## config.mk

```make
export PLATFORM = sky130hd
export DESIGN_NAME = timer_counter
export DESIGN_NICKNAME = d
export VERILOG_FILES = /design/src/rtl/timer_pkg.sv /design/src/rtl/mod100_counter.sv /design/src/rtl/timer_counter.sv
export SDC_FILE = /design/constraint.sdc
export NUM_CORES = 1
export LEC_CHECK = 0
export CORE_AREA = 4 4 66 68
export CTS_CLUSTER_SIZE = 40
export DETAILED_ROUTE_END_ITERATION = 16
export DIE_AREA = 0 0 70 72
export SETUP_SLACK_MARGIN = 0.1
export SKIP_LAST_GASP = 1
export SLEW_MARGIN = 20
export SYNTH_ARGS = -nofsm -noshare
export SYNTH_HDL_FRONTEND = slang
export SYNTH_SLANG_ARGS = --single-unit
```

## constraint.sdc

```tcl
create_clock -name CLK -period 5.6 [get_ports CLK]
set_input_delay 0.56 -clock CLK [delete_from_list [all_inputs] [get_ports CLK]]
set_output_delay 0.56 -clock CLK [all_outputs]
set_load 0.01 [all_outputs]
```

## src/rtl/timer_pkg.sv

```systemverilog
`default_nettype none
// ============================================================================
// timer_pkg -- shared state encoding and count limits for timer_counter
// Rev 1.0
// ============================================================================
package timer_pkg;

  typedef enum logic [1:0] {
    ST_IDLE  = 2'd0,
    ST_RUN   = 2'd1,
    ST_PAUSE = 2'd2,
    ST_DONE  = 2'd3
  } state_e;

  localparam logic [7:0] LSB_MAX      = 8'd99;
  localparam logic [7:0] MSB_MAX_A    = 8'd99;
  localparam logic [7:0] BLINK_THRESH = 8'd50;

endpackage
`default_nettype wire

```

## src/rtl/mod100_counter.sv

```systemverilog
`default_nettype none
// ============================================================================
// mod100_counter -- 8-bit 0..99 counter with enable, sync clear and carry-out
// Rev 1.0
// ============================================================================
module mod100_counter
  import timer_pkg::*;
(
  input  logic       clk,
  input  logic       rst_n,
  input  logic       i_en,
  input  logic       i_clr,
  output logic [7:0] o_cnt,
  output logic [7:0] o_cnt_next,
  output logic       o_carry
);

  logic [7:0] cnt_q;
  logic [7:0] cnt_d;

  always_comb begin
    cnt_d = cnt_q;
    if (i_clr) begin
      cnt_d = 8'd0;
    end else if (i_en) begin
      cnt_d = (cnt_q == LSB_MAX) ? 8'd0 : cnt_q + 8'd1;
    end
  end

  always_ff @(posedge clk or negedge rst_n) begin
    if (!rst_n) begin
      cnt_q <= 8'd0;
    end else begin
      cnt_q <= cnt_d;
    end
  end

  assign o_cnt      = cnt_q;
  assign o_cnt_next = cnt_d;
  assign o_carry    = i_en && !i_clr && (cnt_q == LSB_MAX);

endmodule
`default_nettype wire

```

## src/rtl/timer_counter.sv

```systemverilog
`default_nettype none
// ============================================================================
// timer_counter -- stopwatch (seconds.hundredths) with run/pause/clear control
// Rev 1.0
// ============================================================================
module timer_counter
  import timer_pkg::*;
#(
  parameter int TICK_DIV = 1
) (
  input  logic       CLK,
  input  logic       nReset,
  input  logic       Tick100Hz,
  input  logic       Start,
  input  logic       Pause,
  input  logic       Clear,
  input  logic       ModeSel,
  input  logic [2:0] TimeControl,
  output logic [7:0] MSB,
  output logic [7:0] LSB,
  output logic       Stopped,
  output logic       Running,
  output logic       Pulse1Hz
);

  localparam int              DIV_W    = (TICK_DIV > 1) ? $clog2(TICK_DIV) : 1;
  localparam logic [DIV_W-1:0] DIV_LAST = DIV_W'(TICK_DIV - 1);

  state_e           state_q, state_d;
  logic             mode_q, mode_d;
  logic [2:0]       tc_q, tc_d;
  logic [DIV_W-1:0] div_q, div_d;
  logic             stopped_q, stopped_d;
  logic             running_q, running_d;
  logic             pulse_q, pulse_d;

  logic             cnt_en, cnt_clr;
  logic             lsb_carry, msb_carry_unused;
  logic [7:0]       lsb_next, msb_next_unused;
  logic [7:0]       msb_target;
  logic             at_term_next;

  assign msb_target   = mode_q ? ({5'd0, tc_q} + 8'd1) : MSB_MAX_A;
  // The increment that lands on xx.99 of the target second is the terminal edge.
  assign at_term_next = (LSB == (LSB_MAX - 8'd1)) && (MSB == msb_target);

  always_comb begin
    state_d = state_q;
    mode_d  = mode_q;
    tc_d    = tc_q;
    div_d   = div_q;
    cnt_en  = 1'b0;
    cnt_clr = 1'b0;
    if (Clear) begin
      state_d = ST_IDLE;
      div_d   = '0;
      cnt_clr = 1'b1;
    end else begin
      case (state_q)
        ST_IDLE: begin
          if (Start) begin
            state_d = ST_RUN;
            mode_d  = ModeSel;
            tc_d    = TimeControl;
          end
        end
        ST_RUN: begin
          if (Pause) begin
            state_d = ST_PAUSE;
          end else if (Tick100Hz) begin
            if (div_q == DIV_LAST) begin
              div_d  = '0;
              cnt_en = 1'b1;
              if (at_term_next) state_d = ST_DONE;
            end else begin
              div_d = div_q + 1'b1;
            end
          end
        end
        ST_PAUSE: begin
          if (Start) state_d = ST_RUN;
        end
        default: ;
      endcase
    end
  end

  always_comb begin
    running_d = (state_d == ST_RUN);
    stopped_d = (state_d == ST_DONE);
    pulse_d   = (lsb_next >= BLINK_THRESH) && ((state_d == ST_RUN) || (state_d == ST_PAUSE));
  end

  always_ff @(posedge CLK or negedge nReset) begin
    if (!nReset) begin
      state_q   <= ST_IDLE;
      mode_q    <= 1'b0;
      tc_q      <= 3'd0;
      div_q     <= '0;
      stopped_q <= 1'b0;
      running_q <= 1'b0;
      pulse_q   <= 1'b0;
    end else begin
      state_q   <= state_d;
      mode_q    <= mode_d;
      tc_q      <= tc_d;
      div_q     <= div_d;
      stopped_q <= stopped_d;
      running_q <= running_d;
      pulse_q   <= pulse_d;
    end
  end

  mod100_counter u_lsb (
    .clk        (CLK),
    .rst_n      (nReset),
    .i_en       (cnt_en),
    .i_clr      (cnt_clr),
    .o_cnt      (LSB),
    .o_cnt_next (lsb_next),
    .o_carry    (lsb_carry)
  );

  mod100_counter u_msb (
    .clk        (CLK),
    .rst_n      (nReset),
    .i_en       (lsb_carry),
    .i_clr      (cnt_clr),
    .o_cnt      (MSB),
    .o_cnt_next (msb_next_unused),
    .o_carry    (msb_carry_unused)
  );

  assign Stopped  = stopped_q;
  assign Running  = running_q;
  assign Pulse1Hz = pulse_q;

endmodule
`default_nettype wire

```

After elaboration in Yosys (flattened, before gate mapping)
Cells that the tools add are included.
{"block": "word_totals", "reg_bits": 26, "input_bits": 10, "word_cells": 63, "out_inout_bits": 19}
{"block": "op_classes", "magnitude_cmp": 1, "n_mux": 25, "n_addsub": 4, "bitwise": 1, "n_reduce_logical": 13, "eq_ne": 10}
{"operator": "2-to-1 mux 8 bit", "n": 6}
{"operator": "== test 8 x 7 -> 1 bit, second input constant", "n": 3}
{"operator": "adder 8 x 1 -> 8 bit, second input constant", "n": 2}
{"operator": "2-to-1 mux 2 bit", "n": 6}
{"operator": "2-to-1 mux 1 bit", "n": 11}
{"operator": "== test 8 x 7 -> 1 bit", "n": 1}
{"operator": "greater-or-equal comparator 8 x 6 -> 1 bit, second input constant", "n": 1}
{"operator": "2-to-1 mux 7 bit", "n": 1}
{"operator": "== test 2 bit, second input constant", "n": 3}
{"operator": "AND reduction 3 bit", "n": 2}
{"operator": "nonzero test 2 bit", "n": 3}
{"operator": "adder 3 x 1 -> 4 bit, second input constant", "n": 1}
{"operator": "== test 2 x 1 -> 1 bit, second input constant", "n": 2}
{"operator": "logical AND 1 bit", "n": 4}
{"operator": "one-hot mux 2 bit (2 select lines)", "n": 1}
{"operator": "zero test 2 bit", "n": 1}
{"operator": "inequality test 2 x 1 -> 1 bit, second input constant", "n": 1}
{"operator": "OR reduction 2 bit", "n": 1}
{"operator": "adder 1 bit, second input constant", "n": 1}
{"operator": "zero test 1 bit", "n": 1}
{"operator": "logical OR 1 bit", "n": 1}
{"operator": "NOT 1 bit", "n": 1}

Logic depth before layout (Yosys ltp)
{"block": "logic_depth", "word_depth": 13, "mapped_depth": 10, "mapped_depth_nobuf": 10}

Modules after synthesis
Synthesis repeated with hierarchy kept, for this count alone.
{"block": "hier_totals", "hier_cells": 140, "area_unflattened_um2": 1480.2}
{"mod": "mod100_counter", "instances": 2, "seq_area_each_um2": 200.2, "cells_each": 45, "area_per_inst_um2": 461.7}
{"mod": "timer_counter", "instances": 1, "seq_area_each_um2": 225.2, "cells_each": 50, "area_per_inst_um2": 556.8}

Least setup slack after synthesis
OpenSTA, ideal clock, no wires.
{"block": "synth_path", "kind": "register -> register", "startpoint": "reg tc_q[0]", "endpoint": "reg pulse_q, in the netlist Pulse1Hz", "path_stages_with_launch": 10, "synth_period_minus_slack_ps": 2339, "path_buffers": 0, "setup_time_ps": 124, "arrival_ps": 2215, "required_ps": 5476, "setup_slack_ps": 3261, "cell_sequence": "dfrtp_1 -> ha_1 -> nor4b_1 -> a21o_1 -> a32oi_1 -> or4_1 -> a21o_1 -> ha_1 -> inv_1 -> o31a_1"}
{"block": "synth_via", "elab_chain_len": 13, "elab_cells_between_ends": 14, "classes_between": "1 x add/sub; 3 x eq/ne; 7 x mux; 3 x reduce/logical"}
{"item": "from (decl)", "line": "timer_counter.sv:31", "text": "logic [2:0] tc_q, tc_d;"}
{"item": "from (signal assigned)", "line": "timer_counter.sv:106", "text": "tc_q <= tc_d;"}
{"item": "adder 3 x 1 -> 4 bit (*)", "line": "timer_counter.sv:43", "text": "assign msb_target = mode_q ? ({5'd0, tc_q} + 8'd1) : MSB_MAX_A;"}
{"item": "2-to-1 mux 7 bit (*)", "line": "timer_counter.sv:43"}
{"item": "== test 8 x 7 -> 1 bit (*)", "line": "timer_counter.sv:45", "text": "assign at_term_next = (LSB == (LSB_MAX - 8'd1)) && (MSB == msb_target);"}
{"item": "logical AND 1 bit (*)", "line": "timer_counter.sv:45"}
{"item": "2-to-1 mux 2 bit (*)", "line": "timer_counter.sv:74", "text": "if (at_term_next) state_d = ST_DONE;"}
{"item": "2-to-1 mux 2 bit (*)", "line": "timer_counter.sv:71", "text": "if (div_q == DIV_LAST) begin"}
{"item": "2-to-1 mux 2 bit (*)", "line": "timer_counter.sv:70", "text": "end else if (Tick100Hz) begin"}
{"item": "2-to-1 mux 2 bit (*)", "line": "timer_counter.sv:68", "text": "if (Pause) begin"}
{"item": "one-hot mux 2 bit (2 select lines) (*)", "line": "timer_counter.sv:59", "text": "case (state_q)"}
{"item": "2-to-1 mux 2 bit (*)", "line": "timer_counter.sv:54", "text": "if (Clear) begin"}
{"item": "== test 2 x 1 -> 1 bit or == test 2 bit (tied branches)", "line": "timer_counter.sv:91", "text": "pulse_d = (lsb_next >= BLINK_THRESH) && ((state_d == ST_RUN) || (state_d == ST_PAUSE));"}
{"item": "logical OR 1 bit (*)", "line": "timer_counter.sv:91"}
{"item": "logical AND 1 bit (*)", "line": "timer_counter.sv:91"}
{"item": "net pulse_d", "line": "timer_counter.sv:35", "text": "logic pulse_q, pulse_d;"}
{"item": "to (signal assigned)", "line": "timer_counter.sv:110", "text": "pulse_q <= pulse_d;"}
{"item": "to (decl)", "line": "timer_counter.sv:35"}
The timed path passes the listed nets; every way through them passes the cells marked *.
A chain may end at the register's enable or synchronous reset.

Worst setup path in the final report
{"block": "layout_path", "startpoint": "in Clear", "endpoint": "reg pulse_q, in the netlist Pulse1Hz"}
{"block": "layout_via", "elab_chain_len": 5, "elab_cells_between_ends": 10, "classes_between": "1 x order compare; 2 x eq/ne; 5 x mux; 2 x reduce/logical"}
{"item": "from (decl)", "line": "timer_counter.sv:16", "text": "input logic Clear,"}
{"item": "2-to-1 mux 1 bit", "line": "timer_counter.sv:54"}
{"item": "2-to-1 mux 8 bit", "line": "mod100_counter.sv:25", "text": "end else if (i_en) begin"}
{"item": "2-to-1 mux 8 bit", "line": "mod100_counter.sv:23", "text": "if (i_clr) begin"}
{"item": "greater-or-equal comparator 8 x 6 -> 1 bit", "line": "timer_counter.sv:91"}
{"item": "logical AND 1 bit (*)", "line": "timer_counter.sv:91"}
{"item": "net pulse_d", "line": "timer_counter.sv:35"}
Marks and branches as above.

==> flow_summary.rst <==
.. list-table::
   :header-rows: 1

   * - Metric
     - Value
   * - Count of maximum capacitance violations
     - 0
   * - Final hold violation count
     - 0
   * - Synth async-reset ratio
     - 1.000
   * - Most used flip-flop cell after synthesis
     - sky130_fd_sc_hd__dfrtp_1
   * - Number of H-tree branching levels
     - 1
   * - Fin Clk Skew
     - 3.178 ps
   * - Final critical delay including setup and external delays
     - between 2000 and 3000 ps
   * - Routed via count divided by cell count
     - roughly 5.3
   * - Average wire length per cell after detail routing
     - approximately 14 um
   * - Critical path data arrival time
     - around 2800 ps
   * - Rel. slew slack
     - 0.4654
   * - Commonest cells after routing, fill and taps aside
     - 28 x sky130_fd_sc_hd__clkdlybuf4s50_1, 25 x sky130_fd_sc_hd__dfrtp_1, 23 x sky130_fd_sc_hd__nor2_1
   * - Number of nets still failing antenna checks after routing
     - 0
   * - Setup total negative slack
     - 0 ps
   * - GRT overflow
     - 0
   * - Endpoint class of the critical path
     - flip-flop
   * - Final wirelength
     - between 3000 and 4000 um
   * - Startpoint class of the critical path
     - primary input
   * - Number of antenna violations at the first check in global routing
     - 0
   * - Detailed-router iteration count before antenna repair
     - 4
   * - Effective utilization at floorplan
     - 0.3806
   * - Startpoint of the most critical register-to-register path
     - tc_q[0]$_DFFE_PN0P_
   * - Sequential fraction of the synthesis area
     - 0.4263
   * - Number of global-route vias before repair
     - 1221
   * - Mean Syn Cell Area
     - 9.530 um2
   * - Detailed-placement wirelength estimate
     - 2481 um
   * - Cell Area, Synth
     - around 1500 um2
   * - Largest net degree at the start of global routing
     - 26
   * - Number of buffers inserted by port buffering
     - 28
   * - Biggest cell delay along the critical path
     - approximately 800 ps
   * - Crit path kind
     - primary input to flip-flop
   * - Tightest Pin Transition
     - ~800 ps
   * - Result of the run
     - finished clean
   * - Final layout net count
     - between 200 and 250
   * - Final setup vio count
     - 0
   * - Most common library cell in the layout ignoring fill and taps
     - sky130_fd_sc_hd__clkdlybuf4s50_1
   * - Worst Hold Slack
     - ~550 ps
   * - Series of cell instances along the critical path
     - clkdlybuf4s50_1 -> nor2b_1 -> and2_1 -> o31ai_1 -> a41o_2 -> a2111oi_0 -> o31a_1
   * - Standard cell core area
     - ~3900 um2
   * - Worst hold-check path type
     - flip-flop to flip-flop
   * - TritonCTS Sinks
     - 25
   * - Die width
     - 70 um
   * - Die footprint
     - just over 5000 um2
   * - F_max
     - roughly 0.38 GHz
   * - Reg2Reg Depth
     - 9
   * - Post-route DRC violation count
     - 0
   * - Clock Pin Slew Worst Setup and Hold Paths
     - roughly 80 ps
   * - Cell count after synthesis
     - between 150 and 200
   * - DR iter-0 viols
     - 90
   * - Buf+Inv Stages, Crit Path
     - 1
   * - Post-cts gate resize count
     - 0
   * - RSZ-0062 raised after global routing
     - no
   * - Global-route total usage across every layer
     - 0.1396
   * - Cell at the slowest stage of the critical path
     - sky130_fd_sc_hd__clkdlybuf4s50_1
   * - Layout cells sized above 1
     - 0.08152
   * - Worst IR drop on VDD
     - about 0.12 mV
   * - TritonCTS clock tree
     - done
   * - Number of setup buffers added after CTS
     - 0
   * - Max Buffers Root-to-Sink
     - 2
   * - Yosys reg bits
     - 25
   * - Post-Syn Nets
     - 170
   * - Wire length of the first global-routing pass
     - between 5000 and 6000 um
   * - Setup slack of the worst register-to-register path
     - between 3000 and 4000 ps
   * - Count of placed standard cells in the final layout, fillers left out
     - around 230
   * - Placed Instances
     - 230
   * - Period utilization
     - 0.4655
   * - Layout overhead on the synthesized area
     - 25.66%
   * - Required time reported for the critical path endpoint
     - about 5800 ps
   * - Capturing point of the worst reg2reg path
     - Pulse1Hz$_DFF_PN0_
   * - Placer congestion estimate
     - around 0.81
   * - Yosys synthesis warning count
     - 0
   * - Leakage power total
     - slightly below 0.8 nW
   * - Hold path endpoint
     - tc_q[1]$_DFFE_PN0P_
   * - # IOs
     - 29
   * - Number of rows created at floorplan
     - 23
   * - Final Max Slew Viols
     - 0
   * - Areal power density over the cells
     - 195.5 nW/um2
   * - Number of distinct library cells after synthesis
     - between 40 and 50
   * - Hold-fix buffers at CTS
     - 0
   * - Hold Path Depth
     - 1
   * - Number of enable-type register cells in the synthesized netlist
     - 0
   * - Min-delay src
     - tc_q[1]$_DFFE_PN0P_
   * - Cell family with most CP delay
     - compound AO/OA/AOI/OAI gates
   * - Inserted Clock Buffers
     - 3
   * - Critical path peak fanout
     - 21
   * - Number of diodes added for antenna fixing
     - 0
   * - Die Y
     - a little over 70 um
   * - Clock latency on the worst-skew pair
     - approximately 260 ps
   * - CTS Root Cell
     - sky130_fd_sc_hd__clkbuf_8
   * - Number of fillers in the final layout
     - between 300 and 400
   * - Count of vias placed by the detailed router
     - 1244
## power breakdown
part	internal, W	leakage (nW)	switching (W)
Clock	0.0000508	0.0228	0.0000528
Sequential	0.000189	0.337	0.0000109
Combinational	0.0000296	0.412	0.0000275
## sequential cells by signal, summed over array words and instances, names as in the netlist
register     flops
Stopped          1
mode_q           1
Pulse1Hz         1
tc_q             3
Running          1
u_lsb.o_cnt      8
state_q          2
u_msb.o_cnt      8
## synthesized netlist by cell type, types with 2 or more instances
| master | number | share of area |
|---|---|---|
| sky130_fd_sc_hd__a21o_1 | 3 | 0.015 |
| sky130_fd_sc_hd__a21oi_1 | 8 | 0.027 |
| sky130_fd_sc_hd__and2_1 | 4 | 0.017 |
| sky130_fd_sc_hd__and3_1 | 2 | 0.0085 |
| sky130_fd_sc_hd__clkbuf_1 | 2 | 0.0051 |
| sky130_fd_sc_hd__dfrtp_1 | 25 | 0.43 |
| sky130_fd_sc_hd__ha_1 | 6 | 0.051 |
| sky130_fd_sc_hd__inv_1 | 4 | 0.010 |
| sky130_fd_sc_hd__mux2_2 | 4 | 0.031 |
| sky130_fd_sc_hd__nand2_1 | 11 | 0.028 |
| sky130_fd_sc_hd__nand3_1 | 4 | 0.014 |
| sky130_fd_sc_hd__nand4_1 | 4 | 0.017 |
| sky130_fd_sc_hd__nor2_1 | 23 | 0.059 |
| sky130_fd_sc_hd__nor2b_1 | 2 | 0.0085 |
| sky130_fd_sc_hd__nor3_1 | 6 | 0.020 |
| sky130_fd_sc_hd__nor4b_1 | 2 | 0.012 |
| sky130_fd_sc_hd__o21ai_0 | 10 | 0.034 |
| sky130_fd_sc_hd__o31ai_1 | 2 | 0.010 |
| sky130_fd_sc_hd__xnor2_1 | 3 | 0.018 |
| sky130_fd_sc_hd__xor2_1 | 5 | 0.030 |
## worst max-delay path by stage
stage | to | start | depth (start not counted) | slack [ps]
after floorplan | Pulse1Hz$_DFF_PN0_ | tc_q[0]$_DFFE_PN0P_ | 9 | 3260
after detailed placement | Pulse1Hz$_DFF_PN0_ | Clear | 7 | 2740
after global placement | Pulse1Hz$_DFF_PN0_ | Clear | 7 | 2790
after global routing | Pulse1Hz$_DFF_PN0_ | Clear | 7 | 2750
final | Pulse1Hz$_DFF_PN0_ | Clear | 7 | 2990
after CTS | Pulse1Hz$_DFF_PN0_ | Clear | 7 | 3010
## per-stage QoR
step	total power [W]	cell area (um2)	setup slack [ps]	util
floorplan	0.0002379	1468	3261	-
CTS	0.0003688	1844	3011	0.4783
detailed placement	0.0002610	1799	2743	0.4666
finish	0.0003605	1844	2993	0.4783
global route	0.0003831	1844	2754	0.4783
global placement	0.0002588	1799	2789	0.4666
## routing by layer
metal  vias to the layer above  part of all wire  GRT usage
li1                        617                 -          -
met1                       594              0.45     0.1753
met2                        29              0.50     0.2466
met3                         4             0.039    0.02632
met4                         0            0.0085    0.03830
met5                         -                 0          0
## final cells by class
cell class,count,area [um2],share of cell area
multi-input combinational,122,808.3,0.4383
sequential,25,625.6,0.3392
timing repair buffer,29,287.8,0.1560
tap,50,62.56,0.03392
clock buffer,4,45.04,0.02442
inverter,4,15.01,0.008141
## worst register-to-register path: stages, from the launching register on
cell and delay (ps):
sky130_fd_sc_hd__dfrtp_1 440, sky130_fd_sc_hd__ha_1 360, sky130_fd_sc_hd__nor4b_1 260, sky130_fd_sc_hd__a21o_1 120, sky130_fd_sc_hd__a32oi_1 60, sky130_fd_sc_hd__or4_1 560
sky130_fd_sc_hd__a21o_1 200, sky130_fd_sc_hd__ha_1 270, sky130_fd_sc_hd__inv_1 70, sky130_fd_sc_hd__o31a_1 120
## cell families after synthesis
family / Yosys count / synth area share
DFF: 25 / 0.4263
AOI/OAI and AO/OA: 32 / 0.1407
adders and majority gates: 6 / 0.05115
and+or+nand+nor: 71 / 0.2737
muxes: 5 / 0.03751
xor gates and xnor gates: 8 / 0.04774
buffers and inverters: 7 / 0.02302
(Power assumes the default switching activity.)
